$ cat config.mk
export PLATFORM = sky130hd
export DESIGN_NAME = ps2_key_ctrl_flat
export DESIGN_NICKNAME = d
export VERILOG_FILES = /design/src/rtl/ps2_pkg.sv /design/src/rtl/ps2_key_ctrl_if.sv /design/src/rtl/ps2_evt_fifo.sv /design/src/rtl/ps2_key_ctrl.sv /design/src/flat_wrapper.sv
export SDC_FILE = /design/constraint.sdc
export NUM_CORES = 1
export LEC_CHECK = 0
export ABC_AREA = 1
export CAP_MARGIN = 15
export CORE_ASPECT_RATIO = 1.75
export CORE_MARGIN = 2
export CORE_UTILIZATION = 60
export CTS_CLUSTER_DIAMETER = 80
export DETAILED_ROUTE_END_ITERATION = 8
export PLACE_DENSITY = 0.88
export SYNTH_ARGS = -nofsm -noshare
export SYNTH_HDL_FRONTEND = slang
export SYNTH_SLANG_ARGS = --single-unit
$ cat constraint.sdc
create_clock -name clk -period 7.34 [get_ports clk]
set_clock_uncertainty 0.15 [all_clocks]
set_input_delay 0.734 -clock clk [delete_from_list [all_inputs] [get_ports clk]]
set_output_delay 0.734 -clock clk [all_outputs]
set_load 0.05 [all_outputs]
$ cat src/rtl/ps2_pkg.sv
// Shared types, scan-code constants and the set-2 make-code to ASCII table
// for the PS/2 key-event controller.
package ps2_pkg;

  typedef enum logic [1:0] {
    ST_IDLE,
    ST_EXT,
    ST_BRK,
    ST_EXT_BRK
  } state_t;

  localparam logic [7:0] SC_EXT    = 8'hE0;
  localparam logic [7:0] SC_BRK    = 8'hF0;
  localparam logic [7:0] SC_LSHIFT = 8'h12;
  localparam logic [7:0] SC_RSHIFT = 8'h59;
  localparam logic [7:0] SC_CAPS   = 8'h58;
  localparam logic [7:0] SC_ENTER  = 8'h5A;

  // Returns 0 for codes with no printable/control mapping; letters are
  // shifted to uppercase when upper is set, everything else ignores it.
  function automatic logic [7:0] sc_to_ascii(input logic [7:0] code, input logic upper);
    logic [7:0] lc;
    logic       letter;
    lc = 8'h00;
    case (code)
      8'h1C: lc = "a";  8'h32: lc = "b";  8'h21: lc = "c";  8'h23: lc = "d";
      8'h24: lc = "e";  8'h2B: lc = "f";  8'h34: lc = "g";  8'h33: lc = "h";
      8'h43: lc = "i";  8'h3B: lc = "j";  8'h42: lc = "k";  8'h4B: lc = "l";
      8'h3A: lc = "m";  8'h31: lc = "n";  8'h44: lc = "o";  8'h4D: lc = "p";
      8'h15: lc = "q";  8'h2D: lc = "r";  8'h1B: lc = "s";  8'h2C: lc = "t";
      8'h3C: lc = "u";  8'h2A: lc = "v";  8'h1D: lc = "w";  8'h22: lc = "x";
      8'h35: lc = "y";  8'h1A: lc = "z";
      8'h16: lc = "1";  8'h1E: lc = "2";  8'h26: lc = "3";  8'h25: lc = "4";
      8'h2E: lc = "5";  8'h36: lc = "6";  8'h3D: lc = "7";  8'h3E: lc = "8";
      8'h46: lc = "9";  8'h45: lc = "0";
      8'h70: lc = "0";  8'h69: lc = "1";  8'h72: lc = "2";  8'h7A: lc = "3";
      8'h6B: lc = "4";  8'h73: lc = "5";  8'h74: lc = "6";  8'h6C: lc = "7";
      8'h75: lc = "8";  8'h7D: lc = "9";
      8'h29: lc = 8'h20;
      8'h5A: lc = 8'h0D;
      8'h66: lc = 8'h08;
      default: lc = 8'h00;
    endcase
    letter = (lc >= 8'h61) && (lc <= 8'h7A);
    return (letter && upper) ? (lc - 8'h20) : lc;
  endfunction

endpackage

$ cat src/rtl/ps2_key_ctrl_if.sv
// Key-event read port: valid/ready handshake carrying {scan, ascii} of the FIFO head.
interface ps2_key_ctrl_if;
  logic       evt_valid;
  logic       evt_ready;
  logic [7:0] evt_ascii;
  logic [7:0] evt_scan;

  modport master (output evt_valid, output evt_ascii, output evt_scan, input evt_ready);
  modport slave  (input evt_valid, input evt_ascii, input evt_scan, output evt_ready);
endinterface

$ cat src/rtl/ps2_evt_fifo.sv
// Synchronous event FIFO with occupancy count; head data reads as zero when empty.
module ps2_evt_fifo #(
  parameter int DEPTH = 8,
  parameter int W     = 16
) (
  input  logic                   clk,
  input  logic                   reset,
  input  logic                   i_push,
  input  logic [W-1:0]           i_data,
  input  logic                   i_pop,
  output logic [W-1:0]           o_data,
  output logic [$clog2(DEPTH):0] o_count,
  output logic                   o_full,
  output logic                   o_empty
);
  localparam int AW = $clog2(DEPTH);
  localparam int CW = AW + 1;

  logic [W-1:0]  r_mem [DEPTH];
  logic [AW-1:0] r_wr_ptr;
  logic [AW-1:0] r_rd_ptr;
  logic [CW-1:0] r_count;
  logic          w_do_push;
  logic          w_do_pop;

  assign o_full    = (r_count == CW'(DEPTH));
  assign o_empty   = (r_count == '0);
  assign w_do_pop  = i_pop & ~o_empty;
  // A push into a full FIFO only lands when the same edge frees a slot.
  assign w_do_push = i_push & (~o_full | w_do_pop);

  // NOTE: the storage array is deliberately not reset; pointers and count alone
  // decide which entries are live, so the array can map onto plain RAM.
  always_ff @(posedge clk) begin
    if (w_do_push) r_mem[r_wr_ptr] <= i_data;
  end

  // NOTE: sequential state uses non-blocking assignments so every register
  // samples pre-edge values regardless of statement order.
  always_ff @(posedge clk or posedge reset) begin
    if (reset) begin
      r_wr_ptr <= '0;
      r_rd_ptr <= '0;
      r_count  <= '0;
    end else begin
      if (w_do_push) r_wr_ptr <= r_wr_ptr + AW'(1);
      if (w_do_pop)  r_rd_ptr <= r_rd_ptr + AW'(1);
      case ({w_do_push, w_do_pop})
        2'b10:   r_count <= r_count + CW'(1);
        2'b01:   r_count <= r_count - CW'(1);
        default: r_count <= r_count;
      endcase
    end
  end

  assign o_data  = o_empty ? '0 : r_mem[r_rd_ptr];
  assign o_count = r_count;

endmodule

$ cat src/rtl/ps2_key_ctrl.sv
// PS/2 set-2 key-event controller: prefix FSM, Shift/Caps tracking, ASCII
// translation and buffering of key events into a valid/ready FIFO.
module ps2_key_ctrl
  import ps2_pkg::*;
#(
  parameter int DEPTH = 8
) (
  input  logic                   clk,
  input  logic                   reset,
  input  logic                   scan_valid,
  input  logic [7:0]             scan_code,
  input  logic                   clr_ovf,
  ps2_key_ctrl_if.master         evt,
  output logic                   shift,
  output logic                   caps,
  output logic                   ovf,
  output logic [$clog2(DEPTH):0] count
);
  state_t     r_state, w_state_nxt;
  logic       r_lshift, r_rshift, r_caps, r_caps_held, r_ovf;
  logic       w_lshift_nxt, w_rshift_nxt, w_caps_nxt, w_caps_held_nxt;
  logic       w_make, w_break, w_ext;
  logic       w_push, w_pop, w_drop, w_full, w_empty;
  logic [7:0] w_ascii;

  // NOTE: every signal driven here gets a default first, so no path leaves
  // one unassigned and no latch is inferred.
  always_comb begin
    w_state_nxt = r_state;
    w_make      = 1'b0;
    w_break     = 1'b0;
    w_ext       = 1'b0;
    if (scan_valid) begin
      case (r_state)
        ST_IDLE: begin
          if (scan_code == SC_EXT)      w_state_nxt = ST_EXT;
          else if (scan_code == SC_BRK) w_state_nxt = ST_BRK;
          else                          w_make      = 1'b1;
        end
        ST_EXT: begin
          if (scan_code == SC_BRK)      w_state_nxt = ST_EXT_BRK;
          else if (scan_code != SC_EXT) begin
            w_make      = 1'b1;
            w_ext       = 1'b1;
            w_state_nxt = ST_IDLE;
          end
        end
        ST_BRK: begin
          if (scan_code == SC_EXT) w_state_nxt = ST_EXT_BRK;
          else begin
            w_break     = 1'b1;
            w_state_nxt = ST_IDLE;
          end
        end
        default: begin
          w_break     = 1'b1;
          w_ext       = 1'b1;
          w_state_nxt = ST_IDLE;
        end
      endcase
    end
  end

  // Modifiers react only to non-extended codes; E0 12 (fake shift) falls through.
  always_comb begin
    w_lshift_nxt    = r_lshift;
    w_rshift_nxt    = r_rshift;
    w_caps_nxt      = r_caps;
    w_caps_held_nxt = r_caps_held;
    w_ascii         = 8'h00;
    w_push          = 1'b0;
    if (w_make && !w_ext) begin
      case (scan_code)
        SC_LSHIFT: w_lshift_nxt = 1'b1;
        SC_RSHIFT: w_rshift_nxt = 1'b1;
        SC_CAPS: begin
          if (!r_caps_held) w_caps_nxt = ~r_caps;
          w_caps_held_nxt = 1'b1;
        end
        default: begin
          w_ascii = sc_to_ascii(scan_code, (r_lshift | r_rshift) ^ r_caps);
          w_push  = (w_ascii != 8'h00);
        end
      endcase
    end else if (w_make && w_ext && scan_code == SC_ENTER) begin
      w_ascii = 8'h0D;
      w_push  = 1'b1;
    end else if (w_break && !w_ext) begin
      case (scan_code)
        SC_LSHIFT: w_lshift_nxt    = 1'b0;
        SC_RSHIFT: w_rshift_nxt    = 1'b0;
        SC_CAPS:   w_caps_held_nxt = 1'b0;
        default:   w_push          = 1'b0;
      endcase
    end
  end

  assign w_pop  = ~w_empty & evt.evt_ready;
  assign w_drop = w_push & w_full & ~w_pop;

  always_ff @(posedge clk or posedge reset) begin
    if (reset) begin
      r_state     <= ST_IDLE;
      r_lshift    <= 1'b0;
      r_rshift    <= 1'b0;
      r_caps      <= 1'b0;
      r_caps_held <= 1'b0;
      r_ovf       <= 1'b0;
    end else begin
      r_state     <= w_state_nxt;
      r_lshift    <= w_lshift_nxt;
      r_rshift    <= w_rshift_nxt;
      r_caps      <= w_caps_nxt;
      r_caps_held <= w_caps_held_nxt;
      // A fresh drop wins over a simultaneous clear.
      if (w_drop)       r_ovf <= 1'b1;
      else if (clr_ovf) r_ovf <= 1'b0;
    end
  end

  ps2_evt_fifo #(.DEPTH(DEPTH), .W(16)) u_fifo (
    .clk     (clk),
    .reset   (reset),
    .i_push  (w_push),
    .i_data  ({scan_code, w_ascii}),
    .i_pop   (w_pop),
    .o_data  ({evt.evt_scan, evt.evt_ascii}),
    .o_count (count),
    .o_full  (w_full),
    .o_empty (w_empty)
  );

  assign evt.evt_valid = ~w_empty;
  assign shift         = r_lshift | r_rshift;
  assign caps          = r_caps;
  assign ovf           = r_ovf;

endmodule

$ cat src/flat_wrapper.sv
// flat-port wrapper written by rule: the top's interface ports become plain ports
module ps2_key_ctrl_flat import ps2_pkg::*;
#(
  parameter int DEPTH = 8
)
  (clk, reset, scan_valid, scan_code, clr_ovf, shift, caps, ovf, count, evt_evt_valid, evt_evt_ascii, evt_evt_scan, evt_evt_ready);
  ps2_key_ctrl_if evt_i ();
  input  logic clk;
  input  logic reset;
  input  logic scan_valid;
  input  logic [7:0] scan_code;
  input  logic clr_ovf;
  output logic shift;
  output logic caps;
  output logic ovf;
  output logic [$clog2(DEPTH):0] count;
  output wire logic [$bits(evt_i.evt_valid)-1:0] evt_evt_valid;
  output wire logic [$bits(evt_i.evt_ascii)-1:0] evt_evt_ascii;
  output wire logic [$bits(evt_i.evt_scan)-1:0] evt_evt_scan;
  input wire logic [$bits(evt_i.evt_ready)-1:0] evt_evt_ready;
  assign evt_evt_valid = evt_i.evt_valid;
  assign evt_evt_ascii = evt_i.evt_ascii;
  assign evt_evt_scan = evt_i.evt_scan;
  assign evt_i.evt_ready = evt_evt_ready;
  ps2_key_ctrl #(.DEPTH(DEPTH)) u_core (.clk(clk), .reset(reset), .scan_valid(scan_valid), .scan_code(scan_code), .clr_ovf(clr_ovf), .evt(evt_i), .shift(shift), .caps(caps), .ovf(ovf), .count(count));
endmodule
Word-level counts from Yosys, hierarchy flattened
Memory sizes are Yosys's and may differ from the RTL's.
Cells that the tools add are included.
Storage, ports and cells
  bits in registers: 17
  RAM bits: 128
  bits in read-only memories: 896
  input port bits: 13
  memories: 2
Memories
  (no name shown): words 128, width 7, read ports 1, clocked after Yosys merged registers in 0, write ports 0, line ps2_pkg.sv:25  | case (code)
  u_core.u_fifo.r_mem: words 8, width 16, read ports 1, clocked after Yosys merged registers in 0, write ports 1, line ps2_evt_fifo.sv:19  | logic [W-1:0] r_mem [DEPTH];
Cells by class
  $add $sub $neg: 5
  magnitude comparators: 2
  equality and inequality tests: 21
  muxes and demuxes: 48
  bitwise gates (word level): 13
  reductions and logical operators: 21
Operator list (count)
  8-bit two-way mux: 6
  1-bit two-way mux: 30
  8-bit by 7-bit equality test with 1-bit output, second input constant: 3
  8-bit equality test, second input constant: 2
  16-bit two-way mux: 1
  4-bit AND reduction: 3
  2-bit two-way mux: 5
  3-bit by 2-bit inequality test with 1-bit output, second input constant: 3
  8-bit by 5-bit equality test with 1-bit output, second input constant: 1
  8-bit by 7-bit greater-or-equal comparator with 1-bit output, second input constant: 1
  8-bit by 7-bit <= comparator with 1-bit output, second input constant: 1
  8-bit inequality test, second input constant: 1
  4-bit case mux with 2 select lines: 1
  8-bit nonzero test: 1
  8-bit by 6-bit subtractor with 8-bit output, second input constant: 1
  3-bit by 1-bit adder with 3-bit output, second input constant: 2
  1-bit logical AND: 6
  2-bit inequality test, second input constant: 3
  3-bit by 1-bit inequality test with 1-bit output, second input constant: 2
  1-bit case mux with 2 select lines: 3
  2-bit case mux with 3 select lines: 1
  3-bit AND reduction: 2
  2-bit nonzero test: 3
  1-bit bitwise AND: 5
  other kinds (15): 23

Longest topological paths before layout
Gate-level depths: netlist of run 1.
  depth in word-level cells: 18
  depth in mapped cells: 27
  mapped depth without buffers: 27

By module
A second synthesis of run 1 with hierarchy kept.
Second synthesis, totals
  cells, all modules: 763
  area, all modules: 7389.6 um^2
By module, submodules not included
  ps2_evt_fifo: times used 1, cells each 463, area each 5720.5 um^2
  ps2_key_ctrl: times used 1, cells each 300, area each 1669.1 um^2

Worst setup path after synthesis of run 1
OpenSTA, ideal clock, no wires.
  path type: in2reg
  start: in scan_code[1]
  end: mem u_core.u_fifo.r_mem[3][0] (enable)
  setup time: 0.409 ns
  data arrival time: 3.512 ns
  data required time: 6.781 ns
  path slack: 3.269 ns
  cell stages on the path: 15
  cell sequence: inv_1 > ha_1 > nand2_1 > nand2_1 > nand2_1 > a21oi_1 > nand2_1 > nand2_1 > inv_1 > ha_1 > nand4_1 > nand2_1 > nand2_2 > nand3_1 > nor3_1
Between the ends
  cells in the longest elaborated chain, start to end: 14
RTL lines
  start: declaration: line flat_wrapper.sv:11  | input logic [7:0] scan_code;
  memory 128 x 7 bit
  8-bit two-way mux: line ps2_pkg.sv:25
  8-bit two-way mux: line ps2_key_ctrl.sv:73  | case (scan_code)
  8-bit two-way mux: line ps2_key_ctrl.sv:72  | if (w_make && !w_ext) begin
  8-bit by 7-bit greater-or-equal comparator with 1-bit output / 8-bit by 7-bit <= comparator with 1-bit output (equally long branches): line ps2_pkg.sv:44  | letter = (lc >= 8'h61) && (lc <= 8'h7A);
  1-bit logical AND: line ps2_pkg.sv:44
  1-bit logical AND: line ps2_pkg.sv:45  | return (letter && upper) ? (lc - 8'h20) : lc;
  8-bit two-way mux: line ps2_pkg.sv:45
  8-bit nonzero test: line ps2_key_ctrl.sv:82  | w_push = (w_ascii != 8'h00);
  1-bit two-way mux: line ps2_key_ctrl.sv:73
  1-bit two-way mux *: line ps2_key_ctrl.sv:72
  1-bit bitwise AND *: line ps2_evt_fifo.sv:30  | assign w_do_push = i_push & (~o_full | w_do_pop);
  1-bit two-way mux *: line ps2_evt_fifo.sv:35  | if (w_do_push) r_mem[r_wr_ptr] <= i_data;
  1-bit two-way mux (implied by the code) *: line ps2_evt_fifo.sv:35
  end: declaration: line ps2_evt_fifo.sv:19
Mark *: on every way between the ends. The rest lies on a longest branch, timed or not. The select of a mux whose other input is x is not followed.

Worst setup path in the final report of run 1
  start: in scan_code[1]
  end: mem u_core.u_fifo.r_mem[7][8] (enable)
The elaborated chain is that of the path after synthesis.

==> metrics.csv, run 1 <==
stage,metric,value,unit
timing,drv_slew,0,
detailed_routing,wirelength_met1,6240,microns
clocking,post_cts_buffers,0,
logic_synthesis,syn_nets,752,
layout,n_antenna_cell,0,
logic_synthesis,synth-seq-cells,145,
layout,final_cell_mix,"135 x nor2_1, 128 x edfxtp_1, 118 x nand2_1",
critical_path,cp-end-kind,register,
detailed_routing,wire_per_inst,19.7,microns
clocking,cts.clk_slew.worst_paths,0.06,ns
critical_path,critPathBufInv,3,
logic_synthesis,synthMuxAreaShare,0.00428,
power_and_ir_drop,p_int,0.00190,W
logic_synthesis,avgSynthCellArea,9.69,sq um
detailed_routing,via_per_inst,6.17,
die,dieArea,0.0126,sq mm
critical_path,cp_data_required_time,7.23,ns
layout,layout_commonest_cell,nor2_1,
logic_synthesis,ys.warnings.count,0,
clocking,numCtsBuffers,17,
timing,setup_viol,0,
timing,hold_viol,0,
logic_synthesis,synth_cell_types,35,
clocking,cts_root_buffer,clkbuf_16,
timing,rsz0062_at_grt,false,
power_and_ir_drop,swShare,0.435,
die,io_pins,37,
global_routing,grt_pass1_wl,28000,microns
timing,tightest_slew,1.09,ns
placement,place_worst_setup_slack,2.14,ns
critical_path,crit_type,primary input to register,
timing,maxSlewHeadroom,0.272,
timing,fmax,208,MHz
logic_synthesis,synth_adder_area_share,0.0260,
critical_path,cp_common_cell,nand2_1,
clocking,cts.sinks,145,
die,core_area,0.0115,sq mm
detailed_routing,num_vias,5600,
timing,fin_ws,2.52,ns
clocking,cts_resized,0,
logic_synthesis,syn_area,0.00702,sq mm
global_routing,grt_usage,0.295,
logic_synthesis,syn_inst,725,
power_and_ir_drop,finalPower,0.00336,W
hold_path,hold_class,register to register,
clocking,htree_levels,4,
power_and_ir_drop,p_clk_frac,0.243,
detailed_routing,met2WireLength,9720,microns
global_routing,antenna_found_initial,0,
detailed_routing,drc,0,
detailed_routing,drtAntennaViolNets,0,
timing,fin_crit,4.82,ns
clocking,insertion_delay,0.42,ns
die,die_w,85.8,microns
layout,syn2layout_area_growth,15.1,%
critical_path,worstSetupStartpointType,primary input,
logic_synthesis,synth_top_family_by_area,simple AND/OR/NAND/NOR gates,
placement,place_congestion,0.940,
clocking,hold_buffers,0,
layout,final_area,0.00808,sq mm
detailed_routing,drtIter0Drc,660,
global_routing,grt_max_degree,68,
global_routing,grt_pass1_vias,5681,
placement,dpl.hpwl,11400,microns
die,initial_utilization,0.610,
power_and_ir_drop,vdd_ir_drop_max,0.000222,V
critical_path,cpLargestDelayFamily,simple AND/OR/NAND/NOR gates,
critical_path,path_cells,clkdlybuf4s50_1 > inv_1 > ha_1 > nand2_1 > nand2_1 > nand2_1 > a21oi_1 > nand2_1 > nand2_1 > inv_1 > ha_1 > nand4_1 > nand2_1 > nand2_2 > nand3_1 > nor2_2,
detailed_routing,dr_wl_met3,1040,microns
die,fp.dieH,147,microns
die,core.rowCount,52,
power_and_ir_drop,leakage,3.17,nW
global_routing,grt_overflow,0,
power_and_ir_drop,power_frac_seq,0.319,
power_and_ir_drop,p_sw,0.00146,W
critical_path,crit_slowest_cell,clkdlybuf4s50_1,
timing,fin_crit_sh,0.656,
placement,io_buffers,36,
logic_synthesis,yosys.area_share.xor_xnor,0.00873,
critical_path,cp.arrival,4.70,ns
detailed_routing,wirelength,17900,microns
power_and_ir_drop,powerDensity,416,mW/mm^2
clocking,cts_tree,built,
layout,utilization,0.702,
logic_synthesis,yosysSeqAreaShare,0.608,
critical_path,slowest_delay,0.83,ns
timing,setup-tns-final,0,ns
layout,drive_gt1_frac,0.0777,
logic_synthesis,yosys.area_share.simple,0.191,
outcome,run_status,completed,
flow_run,maxCapViolCount,0,
detailed_routing,highest_layer,met4,
detailed_routing,first_pass_iters,7,
critical_path,worst-path-max-fanout,16,
layout,num-nets-final,786,
layout,final.fill_count,835,
power_and_ir_drop,combinationalPowerShare,0.438,
placement,placed_area,0.00752,sq mm
logic_synthesis,synth_compound_area_frac,0.111,
clocking,clockBufferDepth,2,
flip-flops by register name, indices dropped and copies added, names as in the netlist:
register,cells
u_core.u_fifo.r_mem,128
u_core.r_state,2
u_core.r_caps_held,1
u_core.u_fifo.o_count,4
u_core.ovf,1
u_core.caps,1
u_core.u_fifo.r_wr_ptr,3
u_core.r_lshift,1
u_core.u_fifo.r_rd_ptr,3
u_core.r_rshift,1
worst reg2reg max path: stages, from the launching register on:
cell	delay, ns
dfrtp_1	0.42
nor2_1	0.14
nand3_2	0.16
nor4_4	0.36
inv_2	0.07
nor2_1	0.09
nand2_1	0.11
nand2_2	0.13
nand3_1	0.27
nor2_2	0.79
cells by family after synthesis:
logic type	Yosys count
xor gates and xnor gates	7
muxes	3
adders and majority gates	14
DFF	145
and+or+nand+nor	320
buffers and inverters	91
AOI/OAI and AO/OA	145
path summary, 6_finish.rpt:
check	start	to	slack, ns	cells past startpoint
worst min register to register	u_core.r_caps_held	u_core.r_caps_held	0.34	2
max in group asynchronous	reset	u_core.u_fifo.r_rd_ptr[0]	6.04	2
worst max-delay path	scan_code[1]	u_core.u_fifo.r_mem[7][8]	2.52	16
worst max register to register	u_core.r_state[0]	u_core.u_fifo.r_mem[7][8]	4.26	9
min in group asynchronous	reset	u_core.u_fifo.o_count[2]	0.55	2
worst min-delay path	u_core.r_caps_held	u_core.r_caps_held	0.34	2
routing by layer:
| metal | vias to the layer above | global-route usage |
|---|---|---|
| li1 | 2576 | - |
| met1 | 2698 | 0.318 |
| met2 | 257 | 0.518 |
| met3 | 69 | 0.0534 |
| met4 | 0 | 0.190 |
| met5 | - | 0 |
power by group through the flow:
stage	combinational, W	clock (W)	sequential, W
floorplan	0.000976	0	0.00112
global placement	0.00141	0	0.00108
detailed placement	0.00146	0	0.00109
CTS	0.00147	0.000821	0.00107
global route	0.00158	0.000851	0.00108
finish	0.00147	0.000817	0.00107
cells in the mapped netlist, drive strengths merged:
master,n,area [sq um]
nand3b,1,7.51
nor2,137,517
a31oi,17,106
clkinv,1,3.75
o21ai,95,475
o2111ai,1,8.76
mux2i,3,30.0
buf,10,53.8
edfxtp,128,3840
nand2,121,462
o22ai,16,100
dfrtp,17,425
nor4,3,33.8
clkbuf,20,75.1
nand3,41,210
fa,1,20.0
nor3,10,65.1
nand4,6,37.5
o31ai,2,15.0
xnor2,3,26.3
inv,60,225
a21oi,14,73.8
ha,13,163
or2,1,8.76
xor2,4,35.0
area by class of cell:
class | instances | area [sq um] | share of cell area
Multi-Input combinational cell | 489 | 2420 | 0.299
Timing Repair Buffer | 45 | 428 | 0.0529
Sequential cell | 145 | 4270 | 0.528
Clock buffer | 17 | 425 | 0.0526
Tap cell | 135 | 169 | 0.0209
Clock inverter | 15 | 141 | 0.0175
Inverter | 61 | 229 | 0.0283
per-stage QoR:
stage                     hold WS [ns]  instances
after floorplan                  0.295        725
after global placement           0.317        875
after detailed placement         0.342        875
after CTS                        0.358        907
after global routing             0.375        907
final                            0.345        907
Power figures use the tool's default switching activity.
==> run 2, diff against run 1 <==
- clock period: 7.34 -> 4.97 ns (I/O delays scaled with it)
==> run 2 against run 1 <==
The flow now finishes with violations (DRC). First-iteration DRC count grew 18%. Sequential share of layout area shrank 0.65 points. Design area rose by 1.3%. Die area unchanged. Wire length grew 4.7%. Hold slack worse by 0.012 ns. Sequential cell count stayed put. Global-route usage is 1.1 points higher. Clock-buffer cell count rose by 1. Critical endpoint is now u_core.u_fifo.o_count[3]. Largest cell class unchanged. Highest routed layer unchanged.
==> metrics.csv, run 2 (synthesis results as in run 1) <==
stage,metric,value,unit
outcome,run_status,"finished, violations left",
outcome,violations,DRC,
detailed_routing,drc,1,
timing,setup-tns-final,0,ns
hold_path,hold_class,primary input to async pin,
layout,final_area,0.00818,sq mm
timing,tightest_slew,1.15,ns
timing,fin_crit_sh,0.829,
clocking,hold_buffers,0,
placement,dpl.hpwl,12000,microns
layout,utilization,0.711,
layout,layout_commonest_cell,nor2_1,
detailed_routing,via_per_inst,6.32,
die,initial_utilization,0.610,
timing,drv_slew,0,
die,io_pins,37,
timing,fin_crit,4.12,ns
critical_path,crit_slowest_cell,clkdlybuf4s50_1,
timing,holdWs,0.333,ns
timing,fmax,243,MHz
timing,setup_viol,0,
layout,drive_gt1_frac,0.0855,
flow_run,maxCapViolCount,0,
clocking,cts_root_buffer,clkbuf_16,
clocking,cts.clk_slew.worst_paths,0.06,ns
power_and_ir_drop,powerDensity,618,mW/mm^2
layout,top_register,u_core.u_fifo.r_mem,
global_routing,grt_pass1_wl,29200,microns
clocking,insertion_delay,0.41,ns
clocking,cts_resized,0,
clocking,cts.sinks,145,
global_routing,grt_usage,0.306,
critical_path,cp_common_cell,nand2_1,
placement,place_congestion,0.978,
global_routing,grt_pass1_vias,6059,
critical_path,cp_data_required_time,5.12,ns
detailed_routing,first_pass_iters,7,
placement,io_buffers,36,
timing,hold_viol,0,
detailed_routing,wire_per_inst,20.4,microns
layout,final_cell_mix,"136 x nor2_1, 128 x edfxtp_1, 118 x nand2_1",
placement,placed_area,0.00759,sq mm
layout,num-nets-final,798,
die,die_w,85.8,microns
critical_path,cp-end-kind,register,
clocking,numCtsBuffers,17,
die,fp.dieH,147,microns
layout,syn2layout_area_growth,16.6,%
critical_path,crit_type,primary input to register,
critical_path,slowest_delay,0.45,ns
critical_path,worstSetupStartpointType,primary input,
timing,rsz0062_at_grt,false,
detailed_routing,wirelength,18700,microns
global_routing,grt_max_degree,67,
die,dieArea,0.0126,sq mm
critical_path,startpoint,scan_code[0],
die,core.rowCount,52,
critical_path,worst-path-max-fanout,14,
clocking,clockBufferDepth,2,
clocking,post_cts_buffers,0,
layout,n_antenna_cell,0,
detailed_routing,num_vias,5804,
clocking,htree_levels,4,
die,core_area,0.0115,sq mm
placement,placedCellCount,887,
global_routing,grt_overflow,0,
critical_path,rr_startpoint,u_core.r_state[0],
layout,largest_register_ffs,128,
layout,finalNonFillerCells,919,
global_routing,antenna_found_initial,0,
critical_path,cp.arrival,4.27,ns
detailed_routing,drtIter0Drc,777,
detailed_routing,drtAntennaViolNets,0,
timing,maxSlewHeadroom,0.232,
power_and_ir_drop,leakage,3.23,nW
power_and_ir_drop,vdd_ir_drop_max,0.000365,V
clocking,cts_tree,built,
==> run 2: path summary, 6_finish.rpt <==
kind                                        endpoint  slack (ns)  cells past startpoint
min in group clk                     u_core.r_rshift        0.35                      2
max                         u_core.u_fifo.o_count[3]        0.85                     25
max reg2reg                 u_core.u_fifo.o_count[3]        1.98                     17
min reg2reg                          u_core.r_rshift        0.35                      2
min                                       u_core.ovf        0.33                      2
max in group asynchronous  u_core.u_fifo.r_rd_ptr[0]        3.85                      2
==> run 2: cell type report <==
class / count / area, sq um
clock buffers: 18 / 429
clock inverters: 14 / 164
well taps: 135 / 169
repair buffers: 57 / 518
inverters: 61 / 229
multi-input cells: 489 / 2400
fillers: 797 / 3330
flip-flops and latches: 145 / 4270
==> run 2: layer usage <==
| layer | global-route usage | vias to the layer above | wire [microns] |
|---|---|---|---|
| li1 | - | 2603 | - |
| met1 | 0.332 | 2799 | 6450 |
| met2 | 0.530 | 327 | 9920 |
| met3 | 0.0539 | 75 | 1290 |
| met4 | 0.210 | 0 | 1060 |
| met5 | 0 | - | 0 |
==> run 2: through the flow <==
step	worst slack (ns)	total power (W)
after global placement	0.683	0.00369
after detailed placement	0.510	0.00378
after floorplan	1.14	0.00309
after global routing	0.548	0.00528
after CTS	0.936	0.00506
final	0.851	0.00506
==> run 2: worst max-delay path, delay by kind of cell <==
kind / cells / cell delay, ns
simple gates: 15 / 1.51
buf+inv: 5 / 1.00
compound gates: 2 / 0.40
fa+ha+maj: 3 / 0.87
==> run 2: where the power goes <==
part	internal, W	total (W)	switching, W
Combinational	0.000650	0.00221	0.00156
Clock	0.000787	0.00127	0.000479
Sequential	0.00150	0.00158	0.0000784
Total	0.00294	0.00506	0.00212
==> run 3, diff against run 2 <==
- CORE_UTILIZATION: 60 -> 54
- PLACE_DENSITY: 0.88 -> 0.84
- clock period: 4.97 -> 3.5 ns (I/O delays scaled with it)
==> run 3 against run 2 <==
Sequential cell count is the same. Clock power grew 46%. The flow now finishes without violations. Via count grew 3.9%. Register-to-register slack lost 1.1 ns. Wire length grew 5.3%. Hold slack lost 0.14 ns. Global-route usage shrank 1.9 points. Worst setup slack lost 0.75 ns. Non-clock buffer count grew 79. Highest routed layer unchanged. Power grew 46%. Combinational power grew 47%. Sequential share of layout area shrank 5.2 points.
==> metrics.csv, run 3 (synthesis results as in run 1) <==
stage,metric,value,unit
outcome,run_status,completed,
die,dieArea,0.0140,sq mm
layout,final_area,0.00909,sq mm
detailed_routing,first_pass_iters,6,
layout,n_antenna_cell,0,
layout,utilization,0.710,
placement,io_buffers,36,
clocking,cts.sinks,145,
timing,hold_viol,0,
global_routing,grt_pass1_wl,30600,microns
detailed_routing,drtAntennaViolNets,0,
clocking,insertion_delay,0.42,ns
global_routing,grt_overflow,0,
die,fp.dieH,155,microns
layout,finalNonFillerCells,1034,
die,core.rowCount,55,
critical_path,rr_startpoint,u_core.r_state[1],
placement,place_congestion,0.965,
placement,placed_area,0.00831,sq mm
layout,top_register,u_core.u_fifo.r_mem,
die,die_w,90.2,microns
critical_path,crit_type,primary input to register,
placement,dpl.hpwl,13000,microns
timing,fmax,294,MHz
clocking,cts_root_buffer,clkbuf_16,
detailed_routing,wire_per_inst,19.1,microns
detailed_routing,num_vias,6033,
critical_path,cp-end-kind,register,
layout,drive_gt1_frac,0.227,
power_and_ir_drop,vdd_ir_drop_max,0.000384,V
clocking,hold_buffers,0,
clocking,post_cts_buffers,0,
critical_path,slowest_delay,0.54,ns
timing,drv_slew,0,
critical_path,reg2regPathDepth,12,
layout,layout_commonest_cell,nor2_1,
timing,fin_crit_sh,0.972,
clocking,clockBufferDepth,2,
critical_path,ff2ff_setup_slack,0.90,ns
detailed_routing,drc,0,
clocking,htree_levels,4,
timing,tightest_slew,0.877,ns
timing,maxSlewHeadroom,0.409,
layout,num-nets-final,877,
critical_path,path_cells,clkdlybuf4s50_1 > inv_2 > ha_4 > nand2_2 > nand2_2 > nand2_2 > a21oi_4 > nand2_1 > nand2_2 > inv_1 > ha_1 > nand4_1 > nand2_1 > buf_4 > nand2_2 > nand2_2 > or2_4 > nor3_4 > buf_12,
layout,syn2layout_area_growth,29.5,%
power_and_ir_drop,powerDensity,814,mW/mm^2
critical_path,crit_cells,19,
die,io_pins,37,
power_and_ir_drop,finalPower,0.00739,W
critical_path,startpoint,scan_code[1],
die,initial_utilization,0.549,
global_routing,grt_usage,0.286,
critical_path,cp_data_required_time,3.47,ns
critical_path,endpoint,u_core.u_fifo.r_mem[4][8],
timing,setup_viol,0,
clocking,numCtsBuffers,17,
clocking,cts_tree,built,
timing,fin_crit,3.40,ns
critical_path,crit_slowest_cell,clkdlybuf4s50_1,
die,core_area,0.0128,sq mm
detailed_routing,wirelength,19700,microns
layout,final_cell_mix,"129 x nor2_1, 128 x edfxtp_1, 107 x nand2_1",
global_routing,grt_pass1_vias,5994,
placement,placedCellCount,1002,
detailed_routing,drtIter0Drc,417,
clocking,cts.clk_slew.worst_paths,0.07,ns
critical_path,cp.arrival,3.37,ns
layout,largest_register_ffs,128,
power_and_ir_drop,leakage,3.67,nW
critical_path,worstSetupStartpointType,primary input,
timing,holdWs,0.193,ns
critical_path,cp_common_cell,nand2_2,
critical_path,timing.rr.end,u_core.u_fifo.r_mem[4][8],
critical_path,critPathBufInv,5,
critical_path,cpLargestDelayFamily,simple AND/OR/NAND/NOR gates,
global_routing,grt_max_degree,67,
hold_path,hold_class,primary input to async pin,
global_routing,antenna_found_initial,0,
detailed_routing,via_per_inst,5.83,
flow_run,maxCapViolCount,0,
critical_path,worst-path-max-fanout,16,
[run 3: metrics by stage]
step	worst slack, ns	setup TNS (ns)
final	0.0976	0
after global routing	-0.115	-4.24
after CTS	0.0144	0
after detailed placement	-0.630	-64.21
after global placement	-0.517	-58.68
after floorplan	-0.187	-5.99
[run 3: what timing repair did]
action,4_1_cts,5_1_grt
pin swaps,0,7
gates resized for setup,4,40
setup endpoints to repair,129,129
hold endpoints to repair,0,0
[run 3: area by class of cell]
class / count / area [sq um]
sequential: 145 / 4270
fill: 895 / 3710
multi-input combinational: 489 / 2570
timing repair buffer: 136 / 1200
clock buffer: 18 / 429
inverter: 61 / 229
tap: 171 / 214
clock inverter: 14 / 178
[run 3: worst min path at each step]
stage / endpoint / slack [ns] / depth (start not counted)
3_5_place_dp: u_core.r_lshift / 0.33 / 2
6_report: u_core.ovf / 0.19 / 2
5_1_grt: u_core.u_fifo.r_wr_ptr[2] / 0.24 / 2
4_1_cts: u_core.u_fifo.r_wr_ptr[2] / 0.19 / 2
3_3_place_gp: u_core.r_caps_held / 0.31 / 2
2_1_floorplan: u_core.caps / 0.13 / 1
[run 3: metal layers]
metal  track usage  wire [microns]  up-vias  part of all wire
met4         0.181            1180        0             0.060
met3        0.0450            1120       91             0.057
met5             0               0        -                 0
li1              -               -     2759                 -
met1         0.305            6850     2873              0.35
met2         0.524           10600      310              0.54
[run 3: power breakdown]
part | internal (W) | total [W] | switching, W
sequential | 0.00213 | 0.00229 | 0.000161
combinational | 0.00103 | 0.00325 | 0.00222
clock | 0.00113 | 0.00186 | 0.000724
[run 3: worst register-to-register path: cells and delay by family (launching register included)]
| family | cells | cell delay (ns) |
|---|---|---|
| simple gates | 9 | 1.32 |
| buf+inv | 3 | 0.41 |
| flops | 1 | 0.40 |
